===== src/rtl/rom_writer_if.sv =====
// Loader-side handshake and ROM bank pins of the rom_writer engine.
// slave = engine view, master = loader/board view (also supplies rom_q from the ROM).
interface rom_writer_if;
  // Handshake: a word transfers on a rising edge where wr_valid and wr_ready are
  // both high; wr_ready is high only while idle, and the word is latched on that edge.
  logic        wr_valid;
  logic        wr_ready;
  logic [31:0] wr_addr;
  logic [31:0] wr_data;
  logic        wr_done;
  logic        wr_err;
  logic        rom_ce_n;
  logic        rom_oe_n;
  logic        rom_we_n;
  logic [12:0] rom_addr;
  logic [31:0] rom_d;
  logic        rom_d_oe;
  logic [31:0] rom_q;
  logic [2:0]  fsm_state;

  modport slave (
    input  wr_valid, wr_addr, wr_data, rom_q,
    output wr_ready, wr_done, wr_err,
    output rom_ce_n, rom_oe_n, rom_we_n, rom_addr, rom_d, rom_d_oe,
    output fsm_state
  );

  modport master (
    output wr_valid, wr_addr, wr_data, rom_q,
    input  wr_ready, wr_done, wr_err,
    input  rom_ce_n, rom_oe_n, rom_we_n, rom_addr, rom_d, rom_d_oe,
    input  fsm_state
  );
endinterface


===== src/rtl/rom_writer.sv =====
// Word-wide AT28C256 x4 programming engine: setup, /WE pulse, hold, write-cycle wait.
// Optional macro ROM_POLL_EN replaces the fixed write-cycle wait with DATA-polling.
module rom_writer #(
  parameter int WE_PULSE_CYC = 4,
  parameter int WC_WAIT_CYC  = 10000
) (
  input  logic         clk,
  input  logic         rst_flag,
  rom_writer_if.slave  bus
);

  localparam int CNT_MAX = (WC_WAIT_CYC > WE_PULSE_CYC) ? WC_WAIT_CYC : WE_PULSE_CYC;
  localparam int CNT_W   = (CNT_MAX > 1) ? $clog2(CNT_MAX) : 1;
  localparam logic [CNT_W-1:0] PULSE_LOAD = CNT_W'(WE_PULSE_CYC - 1);
  localparam logic [CNT_W-1:0] WAIT_LOAD  = CNT_W'(WC_WAIT_CYC - 1);

`ifdef ROM_POLL_EN
  localparam logic POLL = 1'b1;
`else
  localparam logic POLL = 1'b0;
`endif

  typedef enum logic [2:0] {
    S_IDLE  = 3'd0,
    S_SETUP = 3'd1,
    S_PULSE = 3'd2,
    S_HOLD  = 3'd3,
    S_WAIT  = 3'd4
  } state_t;

  state_t           state, state_nx;
  logic [CNT_W-1:0] cnt, cnt_nx;
  logic [12:0]      addr_q;
  logic [31:0]      data_q;
  logic             done_q, err_q;
  logic             done_nx, err_nx;
  logic             ce_n_q, oe_n_q, we_n_q, d_oe_q;
  logic             ce_n_nx, oe_n_nx, we_n_nx, d_oe_nx;
  logic             accept, in_range, latch, poll_hit;

  assign accept   = bus.wr_valid && (state == S_IDLE);
  assign in_range = (bus.wr_addr[31:15] == 17'd0);
  assign latch    = accept && in_range;

`ifdef ROM_POLL_EN
  // DQ7 of each chip reads back the true data bit once its internal write has finished.
  assign poll_hit = (cnt != WAIT_LOAD) &&
                    (bus.rom_q[7]  == data_q[7])  && (bus.rom_q[15] == data_q[15]) &&
                    (bus.rom_q[23] == data_q[23]) && (bus.rom_q[31] == data_q[31]);
`else
  assign poll_hit = 1'b0;
`endif

  always_comb begin
    state_nx = state;
    cnt_nx   = cnt;
    done_nx  = 1'b0;
    err_nx   = 1'b0;
    case (state)
      S_IDLE: begin
        if (accept) begin
          if (in_range) begin
            state_nx = S_SETUP;
          end else begin
            done_nx = 1'b1;
            err_nx  = 1'b1;
          end
        end
      end
      S_SETUP: begin
        state_nx = S_PULSE;
        cnt_nx   = PULSE_LOAD;
      end
      S_PULSE: begin
        if (cnt == '0) state_nx = S_HOLD;
        else           cnt_nx   = cnt - 1'b1;
      end
      S_HOLD: begin
        state_nx = S_WAIT;
        cnt_nx   = WAIT_LOAD;
      end
      S_WAIT: begin
        if (poll_hit) begin
          state_nx = S_IDLE;
          done_nx  = 1'b1;
        end else if (cnt == '0) begin
          state_nx = S_IDLE;
          done_nx  = 1'b1;
          err_nx   = POLL;
        end else begin
          cnt_nx = cnt - 1'b1;
        end
      end
      default: state_nx = S_IDLE;
    endcase
  end

  // Pin levels are decoded from the next state and registered so /WE and /CE never glitch.
  always_comb begin
    ce_n_nx = 1'b1;
    oe_n_nx = 1'b1;
    we_n_nx = 1'b1;
    d_oe_nx = 1'b0;
    case (state_nx)
      S_SETUP, S_HOLD: begin
        ce_n_nx = 1'b0;
        d_oe_nx = 1'b1;
      end
      S_PULSE: begin
        ce_n_nx = 1'b0;
        we_n_nx = 1'b0;
        d_oe_nx = 1'b1;
      end
      S_WAIT: begin
        ce_n_nx = ~POLL;
        oe_n_nx = ~POLL;
      end
      default: ;
    endcase
  end

  always_ff @(posedge clk) begin
    if (rst_flag) begin
      state  <= S_IDLE;
      cnt    <= '0;
      addr_q <= '0;
      data_q <= '0;
      done_q <= 1'b0;
      err_q  <= 1'b0;
      ce_n_q <= 1'b1;
      oe_n_q <= 1'b1;
      we_n_q <= 1'b1;
      d_oe_q <= 1'b0;
    end else begin
      state  <= state_nx;
      cnt    <= cnt_nx;
      done_q <= done_nx;
      err_q  <= err_nx;
      ce_n_q <= ce_n_nx;
      oe_n_q <= oe_n_nx;
      we_n_q <= we_n_nx;
      d_oe_q <= d_oe_nx;
      if (latch) begin
        addr_q <= bus.wr_addr[14:2];
        data_q <= bus.wr_data;
      end
    end
  end

  assign bus.wr_ready  = (state == S_IDLE);
  assign bus.wr_done   = done_q;
  assign bus.wr_err    = err_q;
  assign bus.rom_ce_n  = ce_n_q;
  assign bus.rom_oe_n  = oe_n_q;
  assign bus.rom_we_n  = we_n_q;
  assign bus.rom_d_oe  = d_oe_q;
  assign bus.rom_addr  = addr_q;
  assign bus.rom_d     = data_q;
  assign bus.fsm_state = state;

endmodule


===== src/flat_wrapper.sv =====
// flat-port wrapper written by rule: the top's interface ports become plain ports
module rom_writer_flat 
#(
  parameter int WE_PULSE_CYC = 4,
  parameter int WC_WAIT_CYC  = 10000
)
  (clk, rst_flag, bus_wr_valid, bus_wr_addr, bus_wr_data, bus_rom_q, bus_wr_ready, bus_wr_done, bus_wr_err, bus_rom_ce_n, bus_rom_oe_n, bus_rom_we_n, bus_rom_addr, bus_rom_d, bus_rom_d_oe, bus_fsm_state);
  rom_writer_if bus_i ();
  input  logic clk;
  input  logic rst_flag;
  input wire logic [$bits(bus_i.wr_valid)-1:0] bus_wr_valid;
  input wire logic [$bits(bus_i.wr_addr)-1:0] bus_wr_addr;
  input wire logic [$bits(bus_i.wr_data)-1:0] bus_wr_data;
  input wire logic [$bits(bus_i.rom_q)-1:0] bus_rom_q;
  output wire logic [$bits(bus_i.wr_ready)-1:0] bus_wr_ready;
  output wire logic [$bits(bus_i.wr_done)-1:0] bus_wr_done;
  output wire logic [$bits(bus_i.wr_err)-1:0] bus_wr_err;
  output wire logic [$bits(bus_i.rom_ce_n)-1:0] bus_rom_ce_n;
  output wire logic [$bits(bus_i.rom_oe_n)-1:0] bus_rom_oe_n;
  output wire logic [$bits(bus_i.rom_we_n)-1:0] bus_rom_we_n;
  output wire logic [$bits(bus_i.rom_addr)-1:0] bus_rom_addr;
  output wire logic [$bits(bus_i.rom_d)-1:0] bus_rom_d;
  output wire logic [$bits(bus_i.rom_d_oe)-1:0] bus_rom_d_oe;
  output wire logic [$bits(bus_i.fsm_state)-1:0] bus_fsm_state;
  assign bus_i.wr_valid = bus_wr_valid;
  assign bus_i.wr_addr = bus_wr_addr;
  assign bus_i.wr_data = bus_wr_data;
  assign bus_i.rom_q = bus_rom_q;
  assign bus_wr_ready = bus_i.wr_ready;
  assign bus_wr_done = bus_i.wr_done;
  assign bus_wr_err = bus_i.wr_err;
  assign bus_rom_ce_n = bus_i.rom_ce_n;
  assign bus_rom_oe_n = bus_i.rom_oe_n;
  assign bus_rom_we_n = bus_i.rom_we_n;
  assign bus_rom_addr = bus_i.rom_addr;
  assign bus_rom_d = bus_i.rom_d;
  assign bus_rom_d_oe = bus_i.rom_d_oe;
  assign bus_fsm_state = bus_i.fsm_state;
  rom_writer #(.WE_PULSE_CYC(WE_PULSE_CYC), .WC_WAIT_CYC(WC_WAIT_CYC)) u_core (.clk(clk), .rst_flag(rst_flag), .bus(bus_i));
endmodule

===== config.mk =====
export PLATFORM = sky130hd
export DESIGN_NAME = rom_writer_flat
export DESIGN_NICKNAME = d
export VERILOG_FILES = /design/src/rtl/rom_writer_if.sv /design/src/rtl/rom_writer.sv /design/src/flat_wrapper.sv
export SDC_FILE = /design/constraint.sdc
export NUM_CORES = 1
export LEC_CHECK = 0
export ABC_AREA = 0
export ABC_CLOCK_PERIOD_IN_PS = 2500
export CAP_MARGIN = 20
export CORE_MARGIN = 4
export CORE_UTILIZATION = 38
export DETAILED_ROUTE_END_ITERATION = 10
export PLACE_DENSITY = 0.8
export SETUP_SLACK_MARGIN = 0.15
export SLEW_MARGIN = 0
export SYNTH_ARGS = -nofsm -noshare
export SYNTH_HDL_FRONTEND = slang
export SYNTH_SLANG_ARGS = --single-unit
export TNS_END_PERCENT = 1

===== constraint.sdc =====
create_clock -name clk -period 2.5 [get_ports clk]
set_clock_uncertainty 0.1 [all_clocks]
set_input_delay 0.5 -clock clk [delete_from_list [all_inputs] [get_ports clk]]
set_output_delay 0.5 -clock clk [all_outputs]
set_load 0.005 [all_outputs]

Word-level counts from Yosys, hierarchy flattened:

Index checks and enable logic that the tools add are counted.

* equal/unequal tests: 8
* mux-type cells: 14
* $mul: 0
* div/mod/pow operators: 0
* shift-type cells: 0
* order comparisons: 0
* $add $sub $neg: 1
* bitwise gates (word level): 1
* reductions and logical operators: 10

Operator list (number)
* $pmux 14 s3: 1
* $logic_not 17->1: 1
* $pmux 3 s5: 1
* $logic_not 14->1: 1
* $mux 14: 1
* $sub 14x1->14 const B: 1
* $eq 3x2->1 const B: 4
* $mux 3: 4
* $eq 3x1->1 const B: 2
* $mux 1: 6
* $reduce_or 2->1: 2
* $eq 3x3->1 const B: 1
* $logic_not 3->1: 1
* $reduce_bool 3->1: 1
* $reduce_or 3->1: 1
* $logic_and 1x1->1: 2
* $ne 2x2->1 const B: 1
* $pmux 1 s2: 1
* $reduce_and 2->1: 1
* $not 1->1: 1

* memories kept: 0
* RAM bits: 0
* ROM bits: 0
* bits in latches: 0
* bits in registers: 67
* output and inout port bits: 55

Longest topological paths before layout:

Gate-level depths: netlist (run 1).

* depth in word-level cells: 7
* gate-level depth with buffers: 8

Least setup slack after synthesis (run 1):

Ideal clock, no wire load.

* kind: register to register
* start point: reg u_core.cnt[0]
* end point: reg u_core.cnt[13]
* setup slack: 0.246 ns
* arrival: 2.037 ns
* data required time: 2.283 ns
* cell stages (with the launch flop): 9
* clock period less this slack: 2.254 ns
* library setup time: 0.117 ns
* path through: dfxtp_1 inv_1 ha_1 or4b_1 nor4_2 o211a_4 buf_6 nor2_1 a32o_1

* word-level cells in the longest chain between the ends: 3

Ends and longest elaborated chain
* start, declared: line rom_writer.sv:32 `logic [CNT_W-1:0] cnt, cnt_nx;`
* start signal, assigned: line rom_writer.sv:136 `cnt <= cnt_nx;`
* $sub 14x1->14 / $logic_not 14->1 (equally long branches)
* $mux 14 / $ne 2x2->1 (equally long branches)
* $pmux 14 s3 / $reduce_and 2->1 (equally long branches)

Several ways; a longest one is shown, not always the timed one. The select of a mux whose other input is x is not followed.
A chain may end at the register's enable or synchronous reset.

Worst setup path after layout (run 1):

* start point: reg u_core.cnt[0]
* end point: reg u_core.cnt[7]

The elaborated chain is that of the path after synthesis.

==> summary.txt, run 1 <==
Synthesis
  – Warnings from Yosys: 0
  – Syn Std Cell Area: ~2700 sq um
  – Mapped Cells: 336
  – Synth cell types: 49
  – Post-synthesis register bit count: 67
  – EDFF count, synth: 0
  – Post-synth top area cell: dfxtp_1
  – Syn_area_per_cell: about 8 sq um
  – Syn_nets: ~440
  – Top cell type's share of synthesized area: 0.491
  – Sequential share of the synthesized area: 0.491
  – Largest cells by area after synthesis: dfxtp_1 49%, nand2_1 14%, a21oi_1 9.0%
  – Top_reg_cell synth: dfxtp_1
  – Share of flip-flops with an asynchronous set or reset: 0

Worst setup path
  – CP Launch Type: flop
  – WP data arrival: between 2000 and 2500 ps
  – Worst setup EP type: flop
  – Required @ worst endpoint: ~2600 ps
  – Reg2Reg Depth: 8
  – Worst R2R End: u_core.cnt[7]
  – Crit Path Category: flop to flop
  – Worst r2r src: u_core.cnt[0]
  – Reg2reg setup slack: between 150 and 200 ps
  – Critical-path top delay cell: or4b_4
  – Worst Path Max Fanout: 7
  – Crit path largest cell delay: a little over 500 ps
  – Crit-path cells: inv_2, ha_1, or4b_4, o41ai_4, o211a_4, buf_4, nor4_1, o21a_1

Cells and area
  – Leading cell type in the layout, fill and taps excluded: clkdlybuf4s50_1
  – Design area: around 4300 sq um
  – Post-Route Utilization: 0.616
  – Fin cells: 557
  – Layout cell share with drive strength beyond 1: 0.0933
  – Fillers: between 600 and 700
  – Number of antenna diodes: 0
  – Most frequent cells in the layout: 117 x clkdlybuf4s50_1, 105 x nand2_1, 67 x dfxtp_1, 49 x a21oi_1, 12 x nor2_1
  – Area grow syn2layout: 55.7%
  – Final nets: approximately 560

Floorplan
  – Die area: roughly 8600 sq um
  – Total I/O pin count: approximately 150
  – Height of the die: 92.8 um
  – Num rows: 30
  – Die width: around 93 um
  – Core box area: roughly 6900 sq um
  – Initial Util: 0.395

Timing
  – Final Hold Viols: 0
  – Worst slew pin tran: between 500 and 600 ps
  – Final setup violation count: 0
  – Achievable frequency: roughly 430 MHz
  – Final slew viol count: 0
  – RSZ-0062 raised after global routing: no
  – Min Tclk post-route: between 2000 and 2500 ps
  – Fin crit share: 0.921
  – Slew margin rel.: 0.654

CTS
  – Clock root buffer: clkbuf_8
  – TritonCTS clock tree: yes
  – Clock tree sinks: 67
  – H-tree levels: 3
  – CTS max path bufs: 2
  – Clk pin slew, worst setup/hold paths: roughly 70 ps
  – Clk Latency, worst-skew pair: around 330 ps
  – Number of CTS-inserted buffers: 9

Global routing
  – Pin count of the biggest net entering global routing: 46
  – Grt ovf: 0
  – Initial antenna violation count: 0
  – First-pass GRT wire length: around 12000 um
  – Number of global-route vias before repair: around 2700
  – Total GRT Usage: 0.173

Placed design
  – Input/output buffers: ~120
  – Routability cong.: ~0.8
  – Post-Place Cell Area: 4030 sq um
  – Final HPWL DP: roughly 5600 um
  – Placed cell count: roughly 540

Power and ir drop
  – PwrDens: approximately 460 nW/um^2
  – Peak supply drop: about 0.00029 V
  – LEAKAGE: 1.48 nW

Detailed routing
  – WL final: ~7700 um
  – DR iter-0 viols: 97
  – WL/cell: ~14 um
  – Drt pass-1 iters: 4
  – DRT antenna net count: 0
  – Vias: 2727
  – Vias per std cell: 4.90
  – DRC viols: 0

Worst hold path
  – Hold Crit Class: flop to flop
  – Worst Hold End: u_core.bus.rom_d[28]
  – Hold path startpoint: u_core.bus.rom_d[28]
  – Hold Crit Depth: 2

Run status
  – Outcome: complete, no violations

Job
  – Maxcap violations: 0
## state kept, by name (all words and copies together) (netlist names)
register              count
u_core.bus.wr_done        1
u_core.cnt               14
u_core.bus.rom_d         32
u_core.bus.rom_we_n       1
u_core.bus.wr_err         1
u_core.bus.rom_ce_n       1
u_core.bus.fsm_state      3
u_core.bus.rom_d_oe       1
u_core.bus.rom_addr      13
## stage by stage
step / total power, mW / hold WS, ps / TNS (ps) / setup WS [ps]
after floorplan: 1.12 / 344 / 0 / 246
after global placement: 1.22 / 341 / -1570 / -56.0
after detailed placement: 1.23 / 346 / -2440 / -79.7
after CTS: 1.97 / 356 / 0 / 82.7
after global routing: 2.03 / 375 / 0 / 118
final: 1.95 / 353 / 0 / 197
## power breakdown
| group | internal [mW] | switching (mW) |
|---|---|---|
| clock | 0.355 | 0.391 |
| sequential | 1.07 | 0.000470 |
| combinational | 0.0964 | 0.0368 |
| total | 1.52 | 0.429 |
## synthesized netlist by cell type, types with 3 or more instances
library cell	count
nor2b_1	4
nand2_1	105
o21ai_1	5
nor3_1	3
dfxtp_1	67
a21oi_1	49
clkbuf_1	18
nor4_1	6
o31ai_1	4
nor2_1	12
or3_1	7
or4_1	4
o21ai_0	5
inv_1	4
## area by class of cell
class	instances	area [sq um]	area share
tap	96	120	0.0282
inverter	5	18.8	0.00441
multi-input combinational	241	1290	0.304
sequential	67	1340	0.315
clock buffer	11	131	0.0309
clock inverter	5	30.0	0.00706
timing repair buffer	132	1320	0.310
## metal layers
metal  wire [um]  global-route usage  vias up
met4         177              0.0757        0
met1        3030               0.184     1252
met5           0                   0        -
met2        3840               0.308       86
met3         651              0.0569       14
li1            -                   -     1375
## worst max-delay path, delay by kind of cell (launching register included)
family | cells | cell delay [ps]
buf+inv | 2 | 230
compound gates | 3 | 810
fa+ha+maj | 1 | 170
flops | 1 | 340
simple gates | 2 | 560
## logic make-up after synthesis
logic type / after synthesis / share of synthesized area
fa+ha+maj: 2 / 0.00916
compound gates: 81 / 0.181
other cells: 1 / 0.00137
flops: 67 / 0.491
buf+inv: 28 / 0.0440
xor+xnor: 2 / 0.00641
mux: 2 / 0.00733
simple gates: 153 / 0.259
## timing repair
action | CTS | global route
hold buffers | 0 | 0
pin swaps | 1 | 1
resized for setup | 0 | 4
endpoints found under the setup margin | 4 | 14
buffers inserted | 1 | 3
gates cloned | 0 | 0
## how the worst max path moves through the flow
stage | start | end | slack (ps) | depth (start not counted)
CTS | u_core.cnt[0] | u_core.cnt[13] | 80 | 7
global placement | bus_wr_addr[18] | u_core.bus.rom_d[31] | -60 | 7
floorplan | u_core.cnt[0] | u_core.cnt[13] | 250 | 8
finish | u_core.cnt[0] | u_core.cnt[7] | 200 | 8
global route | u_core.cnt[0] | u_core.cnt[7] | 120 | 8
detailed placement | bus_wr_addr[18] | u_core.bus.rom_d[9] | -80 | 7
Power figures use the tool's default switching activity.
==> run 2: changes to the inputs <==
Settings changed: CORE_UTILIZATION 38 to 39, CTS_BUF_LIST set to sky130_fd_sc_hd__clkbuf_4, PLACE_DENSITY 0.8 to 0.81, RECOVER_POWER set to 100.
==> summary.txt, run 2 (synthesized netlist as in run 1, its figures left out) <==
Run status
  – Outcome: complete, no violations

Timing
  – Hold WS: 357 ps (+4.26 ps)
  – Final slew viol count: 0 (unchanged)
  – Min Tclk post-route: 2330 ps (+23.4 ps)
  – Fin crit share: 0.931 (+0.00934)
  – Final Hold Viols: 0 (unchanged)
  – Achievable frequency: 430 MHz (-1.0%)
  – Setup TNS: 0 ps (unchanged)
  – Slew margin rel.: 0.643 (-0.0109)
  – Final setup violation count: 0 (unchanged)
  – RSZ-0062 raised after global routing: yes
  – Worst slew pin tran: 529 ps (+9.58 ps)

Worst setup path
  – Crit-path cells: inv_1, ha_1, or4b_1, nor4_4, o211a_1, o21ai_0, a21oi_1
  – Crit path largest cell delay: 540 ps (+30 ps)
  – Largest delay share family, worst path: simple AND/OR/NAND/NOR gates
  – Crit path buffers/inverters: 1 (-1)
  – Required @ worst endpoint: 2730 ps (+110 ps)
  – Worst setup EP type: flop
  – CP Launch Type: flop
  – WP data arrival: 2560 ps (+140 ps)
  – Worst Path Max Fanout: 8 (+1)
  – Critical-path top delay cell: or4b_1
  – Reg2reg setup slack: 170 ps (-20 ps)
  – Crit Path Category: flop to flop

Job
  – Maxcap violations: 0 (unchanged)

CTS
  – Clock root buffer: clkbuf_4
  – Hold buffers post-CTS: 0 (unchanged)
  – H-tree levels: 3 (unchanged)
  – Clock tree sinks: 67 (unchanged)
  – Clk pin slew, worst setup/hold paths: 110 ps (+40 ps)
  – CTS max path bufs: 2 (unchanged)
  – Number of CTS-inserted buffers: 9 (unchanged)
  – Clk Latency, worst-skew pair: 420 ps (+90 ps)
  – TritonCTS clock tree: yes

Placed design
  – Final HPWL DP: 5420 um (-3.4%)
  – Routability cong.: 0.776 (-5.7%)
  – Input/output buffers: 118 (unchanged)

Detailed routing
  – DRC viols: 0 (unchanged)
  – Drt pass-1 iters: 4 (unchanged)
  – DR iter-0 viols: 134 (+38%)
  – WL/cell: 13.7 um (-1.2%)
  – DRT antenna net count: 0 (unchanged)
  – WL final: 7620 um (-1.1%)
  – Vias: 2756 (+1.1%)
  – Vias per std cell: 4.94 (+0.88%)

Floorplan
  – Core box area: 6790 sq um (-1.6%)
  – Die width: 91.7 um (-1.2%)
  – Total I/O pin count: 154 (unchanged)
  – Height of the die: 91.7 um (-1.2%)
  – Initial Util: 0.402 (+0.00655)
  – Die area: 8410 sq um (-2.3%)
  – Num rows: 30 (unchanged)

Cells and area
  – Area grow syn2layout: 54.5%
  – Leading cell type in the layout, fill and taps excluded: nand2_1
  – Fillers: 586 (-7.1%)
  – Max FFs per register: 32 (unchanged)
  – Post-Route Utilization: 0.621 (+0.00505)
  – Most frequent cells in the layout: 105 x nand2_1, 67 x dfxtp_1, 65 x clkdlybuf4s50_1, 52 x dlygate4sd3_1, 49 x a21oi_1
  – Layout cell share with drive strength beyond 1: 0.0868 (-0.00651)
  – Final nets: 557 (unchanged)

Power and ir drop
  – Peak supply drop: 0.000362 V (+26%)
  – Int Pwr: 1.58 mW (+4.1%)
  – Net Sw Power: 431 uW (+0.60%)
  – LEAKAGE: 1.64 nW (+11%)
  – Sequential Power Share: 0.531 (-0.018)
  – Power share of the combinational group: 0.066 (-0.002)
  – PwrDens: 477 nW/um^2 (+4.2%)
  – Clk pwr share: 0.404 (+0.021)
  – Switching Fraction: 0.214 (-0.00589)

Global routing
  – First-pass GRT wire length: 12200 um (+0.34%)
  – Total GRT Usage: 0.179 (+0.00674)
  – Pin count of the biggest net entering global routing: 47 (+2.2%)
  – Number of global-route vias before repair: 2645 (-2.0%)
  – Grt ovf: 0 (unchanged)
  – Met1 Use GR: 0.201 (+0.0171)
  – Initial antenna violation count: 1 (+1)
  – Met2 global-route usage: 0.304 (-0.00342)
  – GRT met3 Usage: 0.0566 (-0.000261)
  – Global routing's busiest layer: met2

Worst hold path
  – Hold Crit Class: flop to flop
-- run 2: cell type report --
class | instances | area [sq um] | share of cell area
Clock buffer | 10 | 75.1 | 0.0178
Inverter | 5 | 18.8 | 0.00445
Tap cell | 96 | 120 | 0.0285
Clock inverter | 6 | 87.6 | 0.0208
Multi-Input combinational cell | 242 | 1300 | 0.308
Timing Repair Buffer | 131 | 1270 | 0.302
Sequential cell | 67 | 1340 | 0.318
Antenna cell | 1 | 2.50 | 0.000593
-- run 2: what timing repair did --
item	in CTS	in global routing
buffers inserted	1	2
resized for setup	0	3
endpoints found under the setup margin	1	12
pin swaps	1	3
gates cloned	0	1
-- run 2: worst min-delay path, stage by stage, from the launching register on --
cell and delay, ps:
dfxtp_1 320, nand2_1 50, a21oi_1 50
-- run 2: metal layers --
| layer | wire length [um] | share of wire |
|---|---|---|
| met4 | 167 | 0.022 |
| met3 | 656 | 0.086 |
| met2 | 3800 | 0.50 |
| met1 | 3000 | 0.39 |
| met5 | 0 | 0 |
-- run 2: final timing paths --
kind | endpoint | cells after the start | start
worst max-delay path | u_core.cnt[8] | 7 | u_core.cnt[0]
worst min-delay path | u_core.bus.rom_addr[12] | 2 | u_core.bus.rom_addr[12]
worst min register to register | u_core.bus.rom_addr[12] | 2 | u_core.bus.rom_addr[12]
worst max register to register | u_core.cnt[8] | 7 | u_core.cnt[0]
-- run 2: power groups by stage --
stage               logic [mW]  registers, mW  clock network [mW]
CTS                      0.133           1.07               0.837
detailed placement       0.132           1.09                   0
floorplan               0.0236           1.09                   0
finish                   0.132           1.07               0.813
global route             0.141           1.07               0.877
global placement         0.131           1.09                   0
-- run 2: per-stage QoR --
step / std cells / cell area [sq um] / setup WS (ps) / total power, mW
final: 558 / 4220 / 174 / 2.01
after CTS: 554 / 4180 / 150 / 2.04
after detailed placement: 537 / 4010 / -66.5 / 1.23
after global placement: 537 / 4010 / -50.5 / 1.22
after global routing: 558 / 4220 / 74.9 / 2.09
after floorplan: 336 / 2730 / 246 / 1.12
==> run 3: changes to the inputs <==
Settings changed: GPL_ROUTABILITY_DRIVEN set to 0.
==> results of run 3 <==
No change in the layout: final DEF, timing and power equal those of run 2.
